File: config.mk
export PLATFORM = sky130hd
export DESIGN_NAME = io_confirm_sequencer
export DESIGN_NICKNAME = d
export VERILOG_FILES = /design/src/rtl/io_confirm_sequencer.sv
export SDC_FILE = /design/constraint.sdc
export NUM_CORES = 1
export LEC_CHECK = 0
export ABC_AREA = 1
export BUFFER_PORTS_ARGS = -buffer_cell sky130_fd_sc_hd__buf_2
export CAP_MARGIN = 20
export CORE_ASPECT_RATIO = 1.2
export CORE_UTILIZATION = 46
export DETAILED_ROUTE_END_ITERATION = 10
export PLACE_DENSITY_LB_ADDON = 0.1
export SYNTH_ARGS = -nofsm -noshare
export SYNTH_HDL_FRONTEND = slang
export SYNTH_SLANG_ARGS = --single-unit
File: constraint.sdc
create_clock -name clk -period 1.5 [get_ports clk]
set_input_delay 0.3 -clock clk [delete_from_list [all_inputs] [get_ports clk]]
set_output_delay 0.3 -clock clk [all_outputs]
set_load 0.05 [all_outputs]
File: src/rtl/io_confirm_sequencer.sv
// io_confirm_sequencer
// Holds a CPU switch read in a stall until the operator presses a debounced
// confirm button. On that press the switches are latched and returned with a
// one-cycle valid pulse, so software reads a deliberately entered value.
// DEBOUNCE_CYCLES must be at least 2.

module io_confirm_sequencer #(
    parameter int SW_WIDTH        = 8,
    parameter int DEBOUNCE_CYCLES = 20
) (
    input  logic                clk,
    input  logic                rst,
    input  logic                io_rd_req,
    input  logic                btn_raw,
    input  logic [SW_WIDTH-1:0] switch_in,
    output logic                stall,
    output logic                rd_valid,
    output logic [SW_WIDTH-1:0] rd_data,
    output logic                wait_led
);

    localparam int CNT_W = $clog2(DEBOUNCE_CYCLES);
    localparam logic [CNT_W-1:0] CNT_MAX = CNT_W'(DEBOUNCE_CYCLES - 1);

    typedef enum logic [1:0] {
        ST_IDLE,
        ST_WAIT,
        ST_DONE
    } state_t;

    state_t            state;
    logic              btn_meta;
    logic              btn_sync;
    logic              btn_stable;
    logic              btn_prev;
    logic [CNT_W-1:0]  cnt;
    logic              press;

    // Two-flop synchroniser bringing the asynchronous button into the clock domain
    always_ff @(posedge clk) begin
        if (rst) begin
            btn_meta <= 1'b0;
            btn_sync <= 1'b0;
        end else begin
            btn_meta <= btn_raw;
            btn_sync <= btn_meta;
        end
    end

    // Debouncer: the synchronised level must disagree for DEBOUNCE_CYCLES in a row
    always_ff @(posedge clk) begin
        if (rst) begin
            cnt        <= '0;
            btn_stable <= 1'b0;
        end else if (btn_sync == btn_stable) begin
            cnt <= '0;
        end else if (cnt == CNT_MAX) begin
            cnt        <= '0;
            btn_stable <= btn_sync;
        end else begin
            cnt <= cnt + 1'b1;
        end
    end

    // Delayed copy of the debounced level so only a rising edge counts as a press
    always_ff @(posedge clk) begin
        if (rst) begin
            btn_prev <= 1'b0;
        end else begin
            btn_prev <= btn_stable;
        end
    end

    assign press = btn_stable & ~btn_prev;

    // Transaction FSM with registered valid/LED outputs and the capture register
    always_ff @(posedge clk) begin
        if (rst) begin
            state    <= ST_IDLE;
            rd_valid <= 1'b0;
            wait_led <= 1'b0;
            rd_data  <= '0;
        end else begin
            case (state)
                ST_IDLE: begin
                    rd_valid <= 1'b0;
                    if (io_rd_req) begin
                        state    <= ST_WAIT;
                        wait_led <= 1'b1;
                    end else begin
                        wait_led <= 1'b0;
                    end
                end
                ST_WAIT: begin
                    if (!io_rd_req) begin
                        state    <= ST_IDLE;
                        wait_led <= 1'b0;
                        rd_valid <= 1'b0;
                    end else if (press) begin
                        state    <= ST_DONE;
                        rd_data  <= switch_in;
                        wait_led <= 1'b0;
                        rd_valid <= 1'b1;
                    end else begin
                        wait_led <= 1'b1;
                        rd_valid <= 1'b0;
                    end
                end
                ST_DONE: begin
                    state    <= ST_IDLE;
                    rd_valid <= 1'b0;
                    wait_led <= 1'b0;
                end
                default: begin
                    state    <= ST_IDLE;
                    rd_valid <= 1'b0;
                    wait_led <= 1'b0;
                end
            endcase
        end
    end

    // rd_valid is high exactly while the FSM sits in DONE, so it doubles as the DONE flag
    assign stall = io_rd_req & ~rd_valid;

endmodule

# ---- After elaboration in Yosys (flattened, before gate mapping)
# Cells that the tools add are included.
dict set report classes {
  eq_ne 5
  n_mux 9
  n_mul 0
  n_bitwise 7
  magnitude_cmp 0
  shifts 0
  add_sub_neg 1
  reduce_logical 6
  n_div 0
}
# cell n
set op_table {}
lappend op_table {{2-bit two-way mux} 3}
lappend op_table {{3-bit OR reduction} 2}
lappend op_table {{5-bit by 1-bit adder with 5-bit output, second input constant} 1}
lappend op_table {{5-bit == test, second input constant} 1}
lappend op_table {{1-bit NOT} 5}
lappend op_table {{1-bit two-way mux} 4}
lappend op_table {{2-bit one-hot mux with 2 select lines} 1}
lappend op_table {{2-bit AND reduction} 2}
lappend op_table {{3-bit inequality test, second input constant} 1}
lappend op_table {{3-bit AND reduction} 1}
lappend op_table {{1-bit bitwise AND} 2}
lappend op_table {{2-bit by 1-bit == test with 1-bit output, second input constant} 1}
lappend op_table {{2-bit logical NOT} 1}
lappend op_table {{2-bit inequality test, second input constant} 1}
lappend op_table {{1-bit one-hot mux with 2 select lines} 1}
lappend op_table {{1-bit == test} 1}
dict set report totals {
  rom_bits 0
  in_bits 12
  memories 0
  latch_bits 0
  ramBits 0
  register_bits 21
}

# ---- Logic depth before layout (Yosys ltp)
# Gate-level depths: netlist of the first run.
dict set report logic_depth {
  depth_word 5
  depth_mapped 6
}

# ---- Worst setup path before layout of the first run
# OpenSTA, ideal clock, no wires.
dict set report synth_timing {
  path_kind {reg-to-output}
  start {register rd_valid}
  end {output port stall}
  path_buffers 0
  path_stages_with_launch 2
  setup_slack_ns 0.010
  arrival_ns 1.190
  path_cell_list {dfxtp_1 -> nor2_1}
}
dict set report synth_via {
  elab_chain_cells 2
}
# element line_no
set synth_lines {}
lappend synth_lines {{start, declared} 17} ;# output logic rd_valid,
lappend synth_lines {{start signal, assigned} 80} ;# rd_valid <= 1'b0;
lappend synth_lines {{start signal, assigned} 86} ;# rd_valid <= 1'b0;
lappend synth_lines {{start signal, assigned} 98} ;# rd_valid <= 1'b0;
lappend synth_lines {{1-bit NOT} 124} ;# assign stall = io_rd_req & ~rd_valid;
lappend synth_lines {{1-bit bitwise AND} 124}
lappend synth_lines {{end, declared} 16} ;# output logic stall,
# No other way between the ends.

# ---- Worst setup path after layout of the first run
# Same ends and word-level chain as after synthesis.

==> run_results.csv, run 1 <==
group,metric,value,unit
synth,yosys_register_bits,21,
global_route,grt_max_degree,12,
job,cap_violations,0,
worst_setup_path,start_kind,"flop",
floorplan,design.core.area,0.001682,mm2
synth,seq_area_frac_synth,50.00,%
clock_tree,post_cts_buffers,0,
layout,fin_area,999.7,um2
layout,layout_common_cells,"27 x nor2_1, 22 x buf_2, 21 x dfxtp_1, 18 x inv_1, 18 x nand2_1",
run_status,status,"finished, final reports clean",
routing,first_pass_iters,3,
synth,ys_types,14,
timing,worst_pin_slew,0.2483,ns
timing,slew_violations,0,
synth,synth_top_area_share,50.00,%
clock_tree,cts_max_level,1,
global_route,grt_usage,18.12,%
place,gp_congestion,0.7168,
floorplan,die_w,41.03,um
global_route,antenna_found_initial,0,
timing,final-hold-violation-count,0,
layout,drive_gt1_share,22.46,%
layout,fillCellCount,178,
timing,finalSetupViolCount,0,
power,combinationalPowerShare,6.8,%
layout,fin_cells,156,
layout,regArea,420.4,um2
worst_setup_path,crit_fanout,2,
floorplan,start_util,50.00,%
routing,drtIter0Drc,2,
power,p_sw_share,22.99,%
timing,hold_slack,0.1941,ns
routing,detail_route.wl_per_cell,9.558,um
power,leakagePower,0.4841,nW
routing,drc,0,
power,power.share.clock,29.9,%
routing,ant_nets,0,
routing,viasPerCell,4.724,
synth,syn_inst,112,
synth,synth_area_leaders,"dfxtp_1 50%, nor2_1 12%, inv_1 8.0%, nand2_1 8.0%, nand3_1 6.5%",
layout,multi_input_comb_area,349.1,um2
place,dp_cells,152,
floorplan,die_h,48.84,um
synth,yosysTopAreaCell,"dfxtp_1",
timing,setup_tns,0,ns
global_route,first_global_vias,619,
global_route,grt_pass1_wl,2546,um
clock_tree,clkSinkCount,21,
timing,worst_slack,0.2337,ns
timing,rsz0062_at_grt,"no",
clock_tree,cts_hold_buf,0,
synth,netlist_area,840.8,um2
synth,yosysWarnings,0,
worst_setup_path,required,1.20,ns
synth,syn_nets,125,
clock_tree,clockRootBuffer,"clkbuf_4",
layout,diodes,0,
place,io_buffers,22,
clock_tree,clock_path_buffers,2,
routing,drt_wl_total,1491,um
clock_tree,cts_resized,0,
place,place_ws,0.4001,ns
layout,nNetsFinal,152,
clock_tree,clkSlewWorstSetupHoldPaths,0.11,ns
min_path,hold_path_class,"input pin to flop",
routing,num_vias,737,
timing,period_share,84.42,%
place,placed_area,973.4,um2
global_route,overflow,0,
clock_tree,insertion_delay,0.30,ns
floorplan,die_area,0.002004,mm2
power,cell_internal_pwr,689.5,uW
floorplan,boundaryPins,23,
power,p_seq_share,63.3,%
clock_tree,cts_tree,"yes",
clock_tree,cts_inserted_buffers,3,
timing,finalClockSkew,0.001934,ns
power,ir_drop,0.0006520,V
synth,avgSynthCellArea,7.507,um2
power,power_switching,205.9,uW
power,p_per_area,895.6,mW/mm2
timing,period_needed,1.266,ns
worst_setup_path,critical_path_class,"flop to output port",
layout,syn_to_final_growth,18.90,%
timing,clock.fmax,789.7,MHz
worst_setup_path,end_kind,"output port",
layout,layout_commonest_cell,"nor2_1",
place,dp_hpwl,1107,um
timing,max_slew_margin,83.41,%
floorplan,rows,16,
worst_setup_path,cp.arrival,0.97,ns
[layer usage]
metal	routed length (um)	GRT usage, %	vias up
met2	746	29.95	14
met1	668	21.36	323
met3	47	2.740	4
li1	-	-	396
met5	0	0	-
met4	29	8.333	0
[registers in the layout, summed over array words and instances (netlist names)]
signal	count
cnt	5
btn_prev	1
wait_led	1
rd_data	8
btn_meta	1
rd_valid	1
btn_sync	1
btn_stable	1
state	2
[critical path: stages, from the launching register on]
cell and delay, ns:
dfxtp_1 0.32, nor2_1 0.08, buf_2 0.26
[power by group through the flow]
stage	logic, mW	registers, mW	clock network [mW]
6_report	0.0608	0.567	0.268
4_1_cts	0.0614	0.567	0.274
3_5_place_dp	0.0613	0.580	0
5_1_grt	0.0689	0.569	0.292
3_3_place_gp	0.0599	0.579	0
2_1_floorplan	0.0314	0.584	0
[layout make-up]
type                            count  share of cell area [%]
Tap cell                           18                   2.253
Clock buffer                        4                   2.628
Sequential cell                    21                   42.05
Inverter                           19                   7.134
Multi-Input combinational cell     72                   34.92
Timing Repair Buffer               22                   11.01
[synthesized netlist by cell type]
| cell | count |
|---|---|
| nor2_4 | 3 |
| nand2_1 | 18 |
| nand3_1 | 11 |
| nor2_1 | 27 |
| ha_1 | 1 |
| a21oi_1 | 4 |
| inv_2 | 1 |
| xnor2_1 | 1 |
| nor3_1 | 2 |
| inv_1 | 18 |
| o21bai_1 | 1 |
| dfxtp_1 | 21 |
| nand3_2 | 2 |
| nand4_1 | 2 |
[metrics by stage]
step | util [%] | power [mW]
finish | 59.45 | 0.8954
global route | 59.45 | 0.9291
CTS | 59.45 | 0.9022
detailed placement | 57.89 | 0.6410
global placement | 57.89 | 0.6394
floorplan | - | 0.6157
[kinds of logic (layout without fill, tap and decap cells)]
group,Yosys count,count (layout),share of synthesized area (%)
simple gates,65,65,35.71
flops,21,21,50.00
buf+inv,19,45,8.481
compound gates,5,5,3.274
fa+ha+maj,1,1,1.488
xor+xnor,1,1,1.042
[final timing paths]
kind / slack (ns) / depth (start not counted) / endpoint / start
min: 0.19 / 3 / btn_meta / btn_raw
min reg2reg: 0.41 / 2 / btn_sync / btn_meta
max: 0.23 / 2 / stall / rd_valid
max reg2reg: 0.39 / 6 / cnt[4] / cnt[0]
(Power assumes the default switching activity.)
==> run 2: changes to the inputs <==
- ABC_AREA: 1 -> 0
- clock period: 1.5 -> 1.2 ns (I/O delays scaled with it)
==> run_results.csv, run 2 <==
group,metric,value,unit
run_status,status,"finished, violations left",
run_status,violations,"setup timing",
layout,final_util,64.73,%
synth,netlist_area,842.1,um2
timing,period_needed,1.232,ns
place,gp_congestion,0.6231,
timing,worst_pin_slew,0.2248,ns
floorplan,die_w,41.06,um
floorplan,rows,16,
worst_setup_path,crit_fanout,3,
clock_tree,clkSinkCount,21,
global_route,grt_pass1_wl,2277,um
timing,slew_violations,0,
layout,diodes,0,
synth,synth_top_area_share,49.93,%
clock_tree,clockRootBuffer,"clkbuf_4",
routing,drt_wl_total,1367,um
timing,worst_slack,-0.03218,ns
synth,async_flop_share,0,%
place,dp_hpwl,1014,um
clock_tree,insertion_delay,0.30,ns
global_route,antenna_found_initial,0,
global_route,grt_max_degree,17,
clock_tree,clock_path_buffers,2,
layout,nNetsFinal,124,
routing,first_pass_iters,4,
routing,detail_route.wl_per_cell,10.68,um
timing,period_share,102.7,%
timing,clock.fmax,811.6,MHz
job,cap_violations,0,
place,io_buffers,22,
synth,syn_nets,92,
synth,seq_area_frac_synth,49.93,%
synth,ys_types,23,
timing,finalClockSkew,0.001137,ns
synth,syn_inst,79,
worst_setup_path,start_kind,"flop",
floorplan,boundaryPins,23,
power,p_per_area,1031,mW/mm2
min_path,min_path_cells,2,
place,dp_cells,124,
synth,yosys.cell_count.top_type,"dfxtp_1",
routing,drtIter0Drc,3,
timing,setup_tns,-0.08869,ns
layout,fillCellCount,139,
layout,layout_common_cells,"19 x buf_2, 17 x nand2b_1, 17 x dfxtp_1, 9 x mux2i_1, 7 x buf_4",
min_path,hold_path_class,"input pin to flop",
power,leakagePower,0.4506,nW
synth,yosys_register_bits,21,
routing,viasPerCell,4.922,
global_route,first_global_vias,554,
layout,fin_cells,128,
worst_setup_path,required,1.45,ns
timing,max_slew_margin,84.81,%
clock_tree,clkSlewWorstSetupHoldPaths,0.11,ns
synth,synth_area_leaders,"dfxtp_1 50%, nand2b_1 13%, mux2i_1 11%, nor2b_1 3.0%, nor4bb_1 2.4%",
layout,largest_reg_flops,8,
timing,final-hold-violation-count,0,
timing,finalSetupViolCount,3,
synth,yosysTopAreaCell,"dfxtp_1",
floorplan,start_util,50.07,%
power,ir_drop,0.0007486,V
worst_setup_path,worstRegToRegCells,4,
layout,syn_to_final_growth,29.27,%
synth,avgSynthCellArea,10.66,um2
synth,yosys-top-cells-count,"21 x dfxtp_1, 17 x nand2b_1, 9 x mux2i_1",
global_route,overflow,0,
layout,layout_commonest_cell,"buf_2",
routing,drc,0,
layout,reg.largest.list,"rd_data x8, cnt x5, state x2",
place,place_ws,-0.05925,ns
synth,yosysWarnings,0,
place,placed_area,0.001037,mm2
floorplan,die_h,48.87,um
layout,fin_area,0.001089,mm2
clock_tree,cts_tree,"yes",
synth,synth_enable_flop_cells,0,
layout,drive_gt1_share,39.09,%
global_route,grt_usage,16.42,%
worst_setup_path,cp.arrival,1.49,ns
routing,ant_nets,0,
timing,rsz0062_at_grt,"yes",
layout,regMostFlops,"rd_data",
floorplan,design.core.area,0.001682,mm2
clock_tree,cts_max_level,1,
floorplan,die_area,0.002006,mm2
synth,synth-main-ff-cell,"dfxtp_1",
worst_setup_path,critical_path_class,"flop to flop",
clock_tree,cts_hold_buf,0,
routing,num_vias,630,
worst_setup_path,end_kind,"flop",
clock_tree,cts_inserted_buffers,3,
[run 2: critical path, cell delays in order, from the launching register on]
cell and delay, ns:
dfxtp_2 0.35, ha_4 0.15, and4bb_1 0.19, or3b_4 0.39, nor2_2 0.10
[run 2: layout make-up]
type | count | area, um2 | area share, %
Sequential cell | 21 | 427.9 | 39.31
Multi-Input combinational cell | 53 | 419.2 | 38.51
Timing Repair Buffer | 30 | 185.2 | 17.01
Clock buffer | 4 | 26.28 | 2.414
Tap cell | 18 | 22.52 | 2.069
Inverter | 2 | 7.507 | 0.6897
[run 2: through the flow]
stage	power, mW	hold WS [ns]
3_5_place_dp	0.8009	0.4337
4_1_cts	1.135	0.1325
5_1_grt	1.172	0.1492
3_3_place_gp	0.7991	0.4193
6_report	1.122	0.1360
2_1_floorplan	0.7697	0.3682
[run 2: what timing repair did]
item / 4_1_cts / 5_1_grt
setup buffers: 0 / 0
endpoints found under the setup margin: 12 / 15
pin swaps: 1 / 0
hold endpoints to repair: 0 / 0
resized for setup: 4 / 5
cloned: 0 / 0
[run 2: power breakdown]
group	switching, mW	internal [mW]
Combinational	0.0382	0.0414
Clock	0.208	0.130
Sequential	0.00261	0.702
Total	0.248	0.873
[run 2: worst paths after layout]
path         slack [ns]      from       end
min reg2reg        0.45  btn_meta  btn_sync
min                0.14   btn_raw  btn_meta
max               -0.03    cnt[1]    cnt[2]
max reg2reg       -0.03    cnt[1]    cnt[2]
[run 2: layer usage]
| layer | vias to the layer above | part of all wire [%] | GRT usage (%) |
|---|---|---|---|
| met3 | 4 | 3.4 | 4.110 |
| met1 | 284 | 47 | 21.18 |
| met5 | - | 0 | 0 |
| met4 | 0 | 2.0 | 8.333 |
| li1 | 328 | - | - |
| met2 | 14 | 47 | 24.22 |
[run 2: cells by family (layout without fill, tap and decap cells)]
kind of cell,count (synthesis),after routing,share of synthesized area [%]
buffers and inverters,5,36,2.676
flip-flops,21,21,49.93
XOR/XNOR,3,3,3.121
AO/OA/AOI/OAI,2,2,1.337
multiplexers,9,9,10.70
AND/OR/NAND/NOR,38,38,30.76
adder cells (fa/ha/maj),1,1,1.486
